<file path="src/rtl/spm_seq.sv">
// spm_seq: serial-parallel carry-save multiplier with start/done handshake and parallel result
module spm_seq #(
  parameter int WIDTH = 8
) (
  input  logic                 clk,
  input  logic                 rst,
  input  logic                 start,
  input  logic                 signed_mode,
  input  logic [WIDTH-1:0]     x,
  input  logic [WIDTH-1:0]     y,
  output logic                 busy,
  output logic                 p_valid,
  output logic                 p_bit,
  output logic                 done,
  output logic [2*WIDTH-1:0]   p
);
  localparam int CW = $clog2(2*WIDTH) + 1;
  typedef enum logic [1:0] {IDLE, RUN, DONE} state_t;
  state_t state;
  logic [WIDTH:0] x_r, s_in, a, s_n, c, c_n;
  logic [WIDTH:1] s;
  logic [2*WIDTH-1:0] y_sr;
  logic [CW-1:0] cnt;
  logic z;
  // array cells: partial product (MSB cell serially negated via z), plus left neighbour's sum and own carry
  always_comb begin
    a = (x_r & {(WIDTH+1){y_sr[0]}}) ^ {z, {WIDTH{1'b0}}};
    s_in = {1'b0, s};
    s_n = a ^ s_in ^ c;
    c_n = (a & s_in) | (a & c) | (s_in & c);
  end
  // sequencer and all datapath registers
  always_ff @(posedge clk or posedge rst)
    if (rst) begin
      state <= IDLE;
      busy <= 1'b0;
      done <= 1'b0;
      p_valid <= 1'b0;
      p_bit <= 1'b0;
      p <= '0;
      x_r <= '0;
      y_sr <= '0;
      s <= '0;
      c <= '0;
      z <= 1'b0;
      cnt <= '0;
    end else begin
      case (state)
        IDLE: if (start) begin
          state <= RUN;
          busy <= 1'b1;
          x_r <= {signed_mode & x[WIDTH-1], x};
          y_sr <= {{WIDTH{signed_mode & y[WIDTH-1]}}, y};
          s <= '0;
          c <= '0;
          z <= 1'b0;
          cnt <= '0;
          p <= '0;
        end
        RUN: begin
          y_sr <= y_sr >> 1;
          s <= s_n[WIDTH:1];
          c <= c_n;
          z <= z | (x_r[WIDTH] & y_sr[0]);
          p_bit <= s_n[0];
          p_valid <= 1'b1;
          p <= {s_n[0], p[2*WIDTH-1:1]};
          cnt <= cnt + 1'b1;
          if (cnt == CW'(2*WIDTH-1)) begin
            state <= DONE;
            busy <= 1'b0;
            done <= 1'b1;
          end
        end
        default: begin
          state <= IDLE;
          done <= 1'b0;
          p_valid <= 1'b0;
        end
      endcase
    end
endmodule

</file>
<file path="config.mk">
export PLATFORM = sky130hd
export DESIGN_NAME = spm_seq
export DESIGN_NICKNAME = d
export VERILOG_FILES = /design/src/rtl/spm_seq.sv
export SDC_FILE = /design/constraint.sdc
export NUM_CORES = 1
export LEC_CHECK = 0
export BUFFER_PORTS_ARGS = -buffer_cell sky130_fd_sc_hd__buf_4
export CORE_UTILIZATION = 46
export CTS_CLUSTER_SIZE = 40
export DETAILED_ROUTE_END_ITERATION = 12
export PLACE_DENSITY_LB_ADDON = 0.05
export SLEW_MARGIN = 20
export SYNTH_ARGS = -nofsm -noshare
export SYNTH_HDL_FRONTEND = slang
export SYNTH_SLANG_ARGS = --single-unit
</file>
<file path="constraint.sdc">
create_clock -name clk -period 2.3 [get_ports clk]
set_input_delay 0.46 -clock clk [delete_from_list [all_inputs] [get_ports clk]]
set_output_delay 0.46 -clock clk [all_outputs]
set_load 0.1 [all_outputs]
</file>
==> impl_results.md, run 1 <==
* GP Congestion at 0.657
* DR iter-0 viols at 121
* Combinational share of power at 44.7%
* Sequential fraction of the synthesis area at 54.3%
* CTS Hold Bufs at 0
* TritonCTS clock tree: built
* Most frequent cells in the layout: 88 x nand2_1, 70 x dfrtp_1, 46 x buf_4
* Setup TNS at 0 ps
* Setup slack, reg-to-reg at 770 ps
* Grt ovf at 0
* Synth Flop Type: dfrtp_1
* CP Capture Type: flop
* Seq pwr share at 35.5%
* Worst Hold Class: in2async
* Pwr Density at 1510 nW/µm²
* Area delta synth->final at 18.7%
* Nets at 378
* Post-Layout Inst Area at 3830 µm²
* Crit Path Max Fanout at 45
* Via count at 2152
* CTS H-tree lvls at 3
* Total CTS buffers at 9
* Critical path arrival at 1740 ps
* Largest net degree at the start of global routing at 71
* P_int at 3.18 mW
* Gr usage total at 18.1%
* Switching power total at 2.59 mW
* Post-cts resize count at 0
* Clock share of power at 19.8%
* F_max at 655 MHz
* CTS clk-pin slew, worst paths at 70 ps
* Worst vdd ir at 0.000721 V
* Final Hold Fails at 0
* Gate Count Post-Synth at 309
* Final total power at 5.77 mW
* CP Class: reg2reg
* FF+latch area at 1750 µm²
* Post-synthesis area per instance at 10.4 µm²
* I/O Buffers at 39
* Max Clock Skew at 6.46 ps
* Number of synthesized flops with an enable pin at 0
* Required @ worst endpoint at 2510 ps
* Core area at 6790 µm²
* Switching share of power at 44.9%
* Drt pass-1 iters at 4
* #FFs+latches synth at 70
* Leakage power at 1.84 nW
* # DRC at 0
* Number of global-route vias before repair at 2260
* Io pins at 40
* DIE AREA at 7350 µm²
* Floorplan row count at 30
* Slew @ Worst Pin at 641 ps
* Relative slew slack at 57.2%
* Commonest non-fill, non-tap cell in the layout: nand2_1
* Filler Cell Count at 610
* Vias per inst at 4.81
* Post CTS Setup Buffer Count at 0
* Finish-stage setup viols at 0
* Synthesized area at 3230 µm²
* Area after DPL at 3590 µm²
* Share of post-route cells with drive strength above 1 at 28.5%
* Ys async rst share at 100%
* Leading area contributor after synthesis: dfrtp_1
* Top cells by area, synth: dfrtp_1 54%, nand2_1 10%, nand3_2 6.2%
* RSZ-0062 raised after global routing: no
* Die H at 85.7 µm
* Max-cap violations at 0
* CTS sink count at 70
* Antenna violations before repair at 0
* Mapped Nets at 341
* Final hold slack at 191 ps
* Drt wl/cell at 13.0 µm
* Cell chosen for the clock root: clkbuf_8
* Status: completed
* Distinct cells, synth at 28
* # diodes at 0
* Die Width at 85.7 µm
* First-pass GRT wire length at 10.3 mm
* Final Cycle Share at 66.3%
* Post-layout minimum cycle time at 1530 ps
* Initial core utilization at 47.5%
* Top-area cell type share of the netlist area at 54.3%
* HPWL after detailed placement at 3.57 mm
* Wirelength, routed at 5.79 mm
* Worst setup SP type: flop
* Multi-input logic area at 1270 µm²
* Pins Over Slew Limit at 0
* Yosys warns at 0
* Clk Latency, worst-skew pair at 340 ps
* Worst-case clock buffer depth at 2
* Final ANT Viol Nets at 0
-- cell type report --
cell class / instances / share of cell area (%)
tap: 96 / 3.14
clock buffer: 13 / 4.41
timing repair buffer: 48 / 10.1
sequential: 70 / 45.8
multi-input combinational: 198 / 33.1
inverter: 19 / 1.86
clock inverter: 3 / 1.70
-- per-stage QoR --
stage	setup slack (ps)	utilization [%]	std cells
2_1_floorplan	71.8	-	309
3_3_place_gp	596	52.9	431
3_5_place_dp	566	52.9	431
4_1_cts	738	56.4	447
5_1_grt	643	56.4	447
6_report	774	56.4	447
-- cells by family after synthesis --
family,count (synthesis),synth area share [%]
AOI/OAI and AO/OA,47,10.7
adders and majority gates,12,6.52
buffers and inverters,41,6.59
and+or+nand+nor,137,21.2
DFF,70,54.3
muxes,2,0.621
-- worst max-delay path, stage by stage, from the launching register on --
cell	delay, ps
dfrtp_1	380
or3b_2	460
buf_4	320
nand3_1	150
o21ai_0	90
-- power by group through the flow --
stage,Combinational [mW],Clock [mW],Sequential (mW)
finish,2.58,1.14,2.05
floorplan,1.23,0,2.92
global placement,2.58,0,2.07
detailed placement,2.63,0,2.07
CTS,2.63,1.19,2.05
global route,2.84,1.23,2.12
-- worst paths after layout --
kind	startpoint	to	cells past startpoint
max	state[1]$_DFFE_PP0P_	cnt[4]$_DFFE_PP0P_	4
min in group clk	x[1]	x_r[1]$_DFFE_PP0P_	3
min reg2reg	x_r[8]$_DFFE_PP0P_	x_r[8]$_DFFE_PP0P_	2
max reg2reg	state[1]$_DFFE_PP0P_	cnt[4]$_DFFE_PP0P_	4
min	rst	cnt[3]$_DFFE_PP0P_	3
max in group asynchronous	rst	done$_DFFE_PP0P_	3
-- synthesized netlist by cell type (2+ instances only) --
| cell type | n |
|---|---|
| a221o_1 | 7 |
| a21oi_1 | 3 |
| dfrtp_1 | 70 |
| inv_1 | 19 |
| mux2i_1 | 2 |
| buf_6 | 6 |
| o21ai_2 | 12 |
| ha_1 | 4 |
| fa_1 | 8 |
| a22oi_1 | 8 |
| clkbuf_1 | 5 |
| nor2_1 | 5 |
| o21ai_0 | 14 |
| clkbuf_2 | 2 |
| and3_1 | 2 |
| nand3_1 | 15 |
| buf_2 | 9 |
| nand3_2 | 20 |
| nand2_1 | 88 |
| nor2b_1 | 2 |
-- registers in the layout, indices dropped and copies added, names as in the netlist --
name	cells
y_sr	16
p	16
done	1
z	1
busy	1
cnt	5
p_bit	1
s	8
c	9
p_valid	1
state	2
x_r	9
-- routing by layer --
layer,GRT usage (%),vias up,share of wire [%]
li1,-,1090,-
met1,23.7,1024,52
met2,28.6,32,44
met3,5.77,6,3.4
met4,5.91,0,1.1
met5,0,-,0
(Power assumes the default switching activity.)
==> run 2, diff against run 1 <==
Settings changed: ABC_AREA set to 1.
Clock period 2.3 ns to 1.4 ns, I/O delays scaled along.
==> impl_results.md, run 2 <==
* Status: completed (unchanged)
* CTS clk-pin slew, worst paths at 70 ps (about the same)
* Drt wl/cell at 12.3 µm (was 13.0 µm)
* Total CTS buffers at 9 (unchanged)
* Ys async rst share at 100% (unchanged)
* CP Capture Type: output port (was flop)
* Largest family of logic cells by synthesized area: simple AND/OR/NAND/NOR gates (unchanged)
* Number of synthesized flops with an enable pin at 0 (unchanged)
* # DRC at 0 (unchanged)
* Synthesized area at 3040 µm² (was 3230 µm²)
* Commonest non-fill, non-tap cell in the layout: nand2_1 (unchanged)
* Switching power total at 4.21 mW (was 2.59 mW)
* Drt pass-1 iters at 4 (unchanged)
* CTS sink count at 70 (unchanged)
* Leading area contributor after synthesis: dfrtp_1 (unchanged)
* RSZ-0062 raised after global routing: yes (was no)
* Slew @ Worst Pin at 475 ps (was 641 ps)
* Cell chosen for the clock root: clkbuf_8 (unchanged)
* Worst vdd ir at 0.00181 V (was 0.000721 V)
* Number of global-route vias before repair at 2217 (was 2260)
* DIE AREA at 6940 µm² (was 7350 µm²)
* Top cells by area, synth: dfrtp_1 58%, nand2_1 18%, fa_1 5.3% (was dfrtp_1 54%, nand2_1 10%, nand3_2 6.2%)
* CTS H-tree lvls at 3 (unchanged)
* HPWL after detailed placement at 3.82 mm (was 3.57 mm)
* Buf/Inv on CP at 1 (unchanged)
* Max Clock Skew at 7.55 ps (was 6.46 ps)
* Synth Area in Simple Gates at 24.5% (was 21.2%)
* Critical path, cell by cell: buf_4 (was or3b_2, buf_4, nand3_1, o21ai_0)
* Post-layout minimum cycle time at 1320 ps
* Nets at 414 (was 378)
* Floorplan row count at 29 (was 30)
* Largest net degree at the start of global routing at 36 (was 71)
* Critical path arrival at 1040 ps (was 1740 ps)
* Gr usage total at 19.2% (was 18.1%)
* Xor/xnor share of the synthesized area at 0% (unchanged)
* Core area at 6350 µm² (was 6790 µm²)
* Vias per inst at 4.83 (was 4.81)
* Grt ovf at 0 (unchanged)
* Mapped Nets at 362 (was 341)
* Switching share of power at 47.9% (was 44.9%)
* Initial core utilization at 47.9% (was 47.5%)
* Commonest cells post-synth: 145 x nand2_1, 70 x dfrtp_1, 26 x nand3_1 (was 88 x nand2_1, 70 x dfrtp_1, 20 x nand3_2)
* Adder-Cell Fraction of Synth Area at 6.92% (was 6.52%)
* Clk Latency, worst-skew pair at 340 ps (about the same)
* First-pass GRT wire length at 10.4 mm (was 10.3 mm)
* Required @ worst endpoint at 1120 ps (was 2510 ps)
* CP top delay family: flip-flops (was simple AND/OR/NAND/NOR gates)
* Finish-stage setup viols at 0 (unchanged)
* Leakage power at 1.87 nW (was 1.84 nW)
* Io pins at 40 (unchanged)
* Most frequent cells in the layout: 145 x nand2_1, 70 x dfrtp_1, 49 x buf_4 (was 88 x nand2_1, 70 x dfrtp_1, 46 x buf_4)
* #FFs+latches synth at 70 (unchanged)
* DP Worst Slack at 75.6 ps (was 566 ps)
* Worst Hold Class: in2reg (was in2async)
* Max-cap violations at 0 (unchanged)
* Post-synthesis area per instance at 9.21 µm² (was 10.4 µm²)
* Post-synthesis compound-gate area fraction at 4.82% (was 10.7%)
* Final Hold Fails at 0 (unchanged)
* Seq pwr share at 36.8% (was 35.5%)
* Slowest-stage cell, CP: dfrtp_1 (was or3b_2)
* Via count at 2236 (was 2152)
* Top-count cell post-synth: nand2_1 (unchanged)
* CP Class: reg2out (was reg2reg)
* Setup TNS at 0 ps (unchanged)
* Clock share of power at 16.2% (was 19.8%)
* I/O Buffers at 39 (unchanged)
* Share of post-route cells with drive strength above 1 at 19.4% (was 28.5%)
* CP peak stage delay at 390 ps (was 460 ps)
* Crit Path Max Fanout at 3 (was 45)
* Relative slew slack at 68.3% (was 57.2%)
* P_int at 4.59 mW (was 3.18 mW)
* F_max at 757 MHz
* Final setup margin at 78.6 ps (was 774 ps)
* Worst setup path start: p[14]$_DFFE_PP0P_ (was state[1]$_DFFE_PP0P_)
* Pins Over Slew Limit at 0 (unchanged)
* Antenna violations before repair at 0 (unchanged)
* Yosys warns at 0 (unchanged)
* TritonCTS clock tree: built (unchanged)
* Biggest regs: p x16, y_sr x16 (unchanged)
* Combinational share of power at 47.0% (was 44.7%)
* Sequential fraction of the synthesis area at 57.6% (was 54.3%)
* Distinct cells, synth at 21 (was 28)
* Filler Cell Count at 578 (was 610)
* Worst setup SP type: flop (unchanged)
* Final ANT Viol Nets at 0 (unchanged)
* Die Width at 83.3 µm (was 85.7 µm)
* Die H at 83.3 µm (was 85.7 µm)
* Final total power at 8.80 mW (was 5.77 mW)
* Wirelength, routed at 5.69 mm (was 5.79 mm)
* Area delta synth->final at 20.8% (was 18.7%)
* Pwr Density at 2400 nW/µm² (was 1510 nW/µm²)
* Gate Count Post-Synth at 330 (was 309)
* Worst hold start: x[0]
* GP Congestion at 0.728 (was 0.657)
* Worst-case clock buffer depth at 2 (unchanged)
* DR iter-0 viols at 61 (was 121)
* Synth Flop Type: dfrtp_1 (unchanged)
* Top-area cell type share of the netlist area at 57.6% (was 54.3%)
* Final Cycle Share at 94.4%
* Mux contribution to synthesized area at 0% (was 0.621%)
* # diodes at 0 (unchanged)
* FF-to-FF Start: y_sr[0]$_DFFE_PP0P_ (was state[1]$_DFFE_PP0P_)
## run 2: path summary, 6_finish.rpt
path                                      end  slack (ps)  depth (start not counted)
max                                     p[14]          80                          1
min in group asynchronous    c[1]$_DFFE_PP0P_         520                          3
min                        x_r[0]$_DFFE_PP0P_         130                          3
min reg2reg                x_r[3]$_DFFE_PP0P_         480                          2
max in group asynchronous    p[8]$_DFFE_PP0P_         370                          4
max reg2reg                 p[15]$_DFFE_PP0P_         100                          6
## run 2: power groups by stage
stage          combinational, mW  clock, mW  sequential (mW)
5_1_grt                     4.57       1.54             3.34
3_3_place_gp                4.12          0             3.27
3_5_place_dp                4.15          0             3.27
6_report                    4.14       1.43             3.24
4_1_cts                     4.17       1.46             3.24
2_1_floorplan               1.51          0             4.91
## run 2: layer usage
| metal | share of wire (%) | track usage [%] |
|---|---|---|
| met1 | 51 | 26.1 |
| met2 | 44 | 29.7 |
| met3 | 2.8 | 3.98 |
| met4 | 2.2 | 8.93 |
| met5 | 0 | 0 |
## run 2: cell families (layout without fill, tap and decap cells)
| family | after synthesis | in the layout |
|---|---|---|
| simple gates | 182 | 182 |
| flops | 70 | 70 |
| buf+inv | 39 | 95 |
| compound gates | 27 | 27 |
| fa+ha+maj | 12 | 12 |
## run 2: repair_timing
action / 4_1_cts / 5_1_grt
setup endpoints to repair: 0 / 3
buffers inserted: 0 / 1
hold buffers: 1 / 0
endpoints found under the hold margin: 17 / 0
resized for setup: 0 / 4
## run 2: layout make-up
| class | count | area [µm²] | share of cell area, % |
|---|---|---|---|
| Multi-Input combinational cell | 221 | 1100 | 30.0 |
| Inverter | 26 | 104 | 2.83 |
| Tap cell | 77 | 96.3 | 2.62 |
| Clock buffer | 14 | 163 | 4.43 |
| Timing Repair Buffer | 54 | 449 | 12.2 |
| Sequential cell | 70 | 1750 | 47.7 |
| Clock inverter | 1 | 5.00 | 0.136 |
## run 2: metrics by stage
| stage | instance area, µm² | utilization [%] | hold slack [ps] | instances |
|---|---|---|---|---|
| 2_1_floorplan | 3040 | - | 390 | 330 |
| 3_3_place_gp | 3480 | 54.8 | 342 | 446 |
| 3_5_place_dp | 3480 | 54.8 | 344 | 446 |
| 4_1_cts | 3660 | 57.6 | 119 | 462 |
| 5_1_grt | 3670 | 57.8 | 133 | 463 |
| 6_report | 3670 | 57.8 | 132 | 463 |
==> run 3, diff against run 2 <==
Settings changed: GPL_TIMING_DRIVEN set to 0.
==> impl_results.md, run 3 (synthesis results as in run 2) <==
* Status: completed (unchanged)
* Post-route insts no fill at 465 (was 463)
* Critical path arrival at 1570 ps (was 1040 ps)
* Leakage power at 1.90 nW (was 1.87 nW)
* Drt pass-1 iters at 4 (unchanged)
* CTS clk-pin slew, worst paths at 70 ps (about the same)
* Clock share of power at 16.4% (was 16.2%)
* Slew @ Worst Pin at 594 ps (was 475 ps)
* P_int at 4.66 mW (was 4.59 mW)
* Total CTS buffers at 9 (unchanged)
* Biggest regs: p x16, y_sr x16 (unchanged)
* Worst setup SP type: flop (unchanged)
* CP Capture Type: flop (was output port)
* HPWL after detailed placement at 4.14 mm (was 3.82 mm)
* Largest net degree at the start of global routing at 30 (was 36)
* Io pins at 40 (unchanged)
* Floorplan row count at 29 (unchanged)
* DIE AREA at 6940 µm² (unchanged)
* Switching power total at 4.30 mW (was 4.21 mW)
* Max-cap violations at 0 (unchanged)
* Commonest non-fill, non-tap cell in the layout: nand2_1 (unchanged)
* Pins Over Slew Limit at 0 (unchanged)
* Wirelength, routed at 6.11 mm (was 5.69 mm)
* Relative slew slack at 60.3% (was 68.3%)
* # diodes at 0 (unchanged)
* Area delta synth->final at 21.7% (was 20.8%)
* DP Worst Slack at -66.3 ps (was 75.6 ps)
* Core area at 6350 µm² (unchanged)
* Most frequent cells in the layout: 144 x nand2_1, 70 x dfrtp_1, 43 x buf_4 (was 145 x nand2_1, 70 x dfrtp_1, 49 x buf_4)
* Placed cell count at 447 (was 446)
* F_max at 742 MHz (was 757 MHz)
* I/O Buffers at 38 (was 39)
* Combinational share of power at 47.4% (was 47.0%)
* Reg2reg end: s[8]$_DFFE_PP0P_ (was p[15]$_DFFE_PP0P_)
* Grt ovf at 0 (unchanged)
* Final ANT Viol Nets at 0 (unchanged)
* Vias per inst at 4.91 (was 4.83)
* First-pass GRT wire length at 10.5 mm (was 10.4 mm)
* RSZ-0062 raised after global routing: yes (unchanged)
* Gr usage total at 19.9% (was 19.2%)
* Final Cycle Share at 96.3% (was 94.4%)
* Max Clock Skew at 5.44 ps (was 7.55 ps)
* Initial core utilization at 47.9% (unchanged)
* CP Class: reg2reg (was reg2out)
* Via count at 2285 (was 2236)
* Setup slack, reg-to-reg at 50 ps (was 100 ps)
* FF-to-FF Start: y_sr[0]$_DFFE_PP0P_ (unchanged)
* Switching share of power at 48.0% (was 47.9%)
* Seq pwr share at 36.2% (was 36.8%)
* Die H at 83.3 µm (unchanged)
* Post-layout minimum cycle time at 1350 ps (was 1320 ps)
* Required @ worst endpoint at 1630 ps (was 1120 ps)
* Final Hold Fails at 0 (unchanged)
* Share of post-route cells with drive strength above 1 at 21.9% (was 19.4%)
* Die Width at 83.3 µm (unchanged)
* R2R depth at 6 (unchanged)
* Cell chosen for the clock root: clkbuf_8 (unchanged)
* TritonCTS clock tree: built (unchanged)
* GP Congestion at 0.702 (was 0.728)
* CTS H-tree lvls at 3 (unchanged)
* Drt wl/cell at 13.1 µm (was 12.3 µm)
* Crit Path Max Fanout at 10 (was 3)
* Number of global-route vias before repair at 2170 (was 2217)
* # DRC at 0 (unchanged)
* Clk Latency, worst-skew pair at 340 ps (about the same)
* Finish-stage setup viols at 0 (unchanged)
* Pwr Density at 2420 nW/µm² (was 2400 nW/µm²)
* Antenna violations before repair at 0 (unchanged)
* Nets at 417 (was 414)
* DR iter-0 viols at 151 (was 61)
* CTS sink count at 70 (unchanged)
* Final setup margin at 51.6 ps (was 78.6 ps)
* Worst-case clock buffer depth at 2 (unchanged)
* Worst vdd ir at 0.00183 V (was 0.00181 V)
* Worst Hold Class: in2async (was in2reg)
[run 3: worst max-delay path, stage by stage (launching register included)]
cell     delay (ps)
dfrtp_1         350
buf_8           140
nand2_1          60
ha_1            280
ha_1            270
nand2_1          60
o21ai_0          70
[run 3: power groups by stage]
stage | clock network (mW) | registers, mW | logic [mW]
floorplan | 0 | 4.91 | 1.51
global placement | 0 | 3.26 | 4.09
detailed placement | 0 | 3.27 | 4.17
CTS | 1.51 | 3.23 | 4.24
global route | 1.62 | 3.34 | 4.61
finish | 1.47 | 3.24 | 4.25
[run 3: cell type report]
type	instances	area (µm²)
flip-flops and latches	70	1750
multi-input cells	221	1110
fillers	588	2650
plain buffers	13	96.3
inverters	26	104
repair buffers	44	363
clock buffers	13	169
clock inverters	1	5.00
well taps	77	96.3
[run 3: worst max path at each step]
stage / end / start / slack [ps] / depth (start not counted)
CTS: p[15]$_DFFE_PP0P_ / y_sr[0]$_DFFE_PP0P_ / 30 / 6
global placement: y_sr[11]$_DFFE_PP0P_ / rst / -210 / 2
finish: s[8]$_DFFE_PP0P_ / y_sr[0]$_DFFE_PP0P_ / 50 / 6
floorplan: s[8]$_DFFE_PP0P_ / y_sr[0]$_DFFE_PP0P_ / 100 / 6
global route: s[3]$_DFFE_PP0P_ / state[0]$_DFFE_PP0P_ / -20 / 4
detailed placement: s[8]$_DFFE_PP0P_ / y_sr[0]$_DFFE_PP0P_ / -70 / 6
[run 3: per-stage QoR]
step                area [µm²]  util, %  TNS [ps]  power, mW  hold slack, ps
floorplan                 3040        -         0       6.43             390
global placement          3430     54.0    -14480       7.35             459
detailed placement        3470     54.7      -115       7.45             381
CTS                       3660     57.7         0       8.97            10.3
global route              3700     58.2     -57.9       9.57            39.3
finish                    3700     58.2         0       8.96            3.67
[run 3: timing repair]
action / in CTS / in global routing
hold buffers: 0 / 0
setup buffers: 1 / 3
resized for setup: 2 / 8
setup endpoints to repair: 4 / 15
pin swaps: 0 / 5
[run 3: per-layer routing]
metal | up-vias | global-route usage, % | share of wire, %
met2 | 42 | 29.1 | 46
met4 | 0 | 10.5 | 2.1
met1 | 1103 | 27.6 | 48
li1 | 1129 | - | -
met5 | - | 0 | 0
met3 | 11 | 4.57 | 3.5
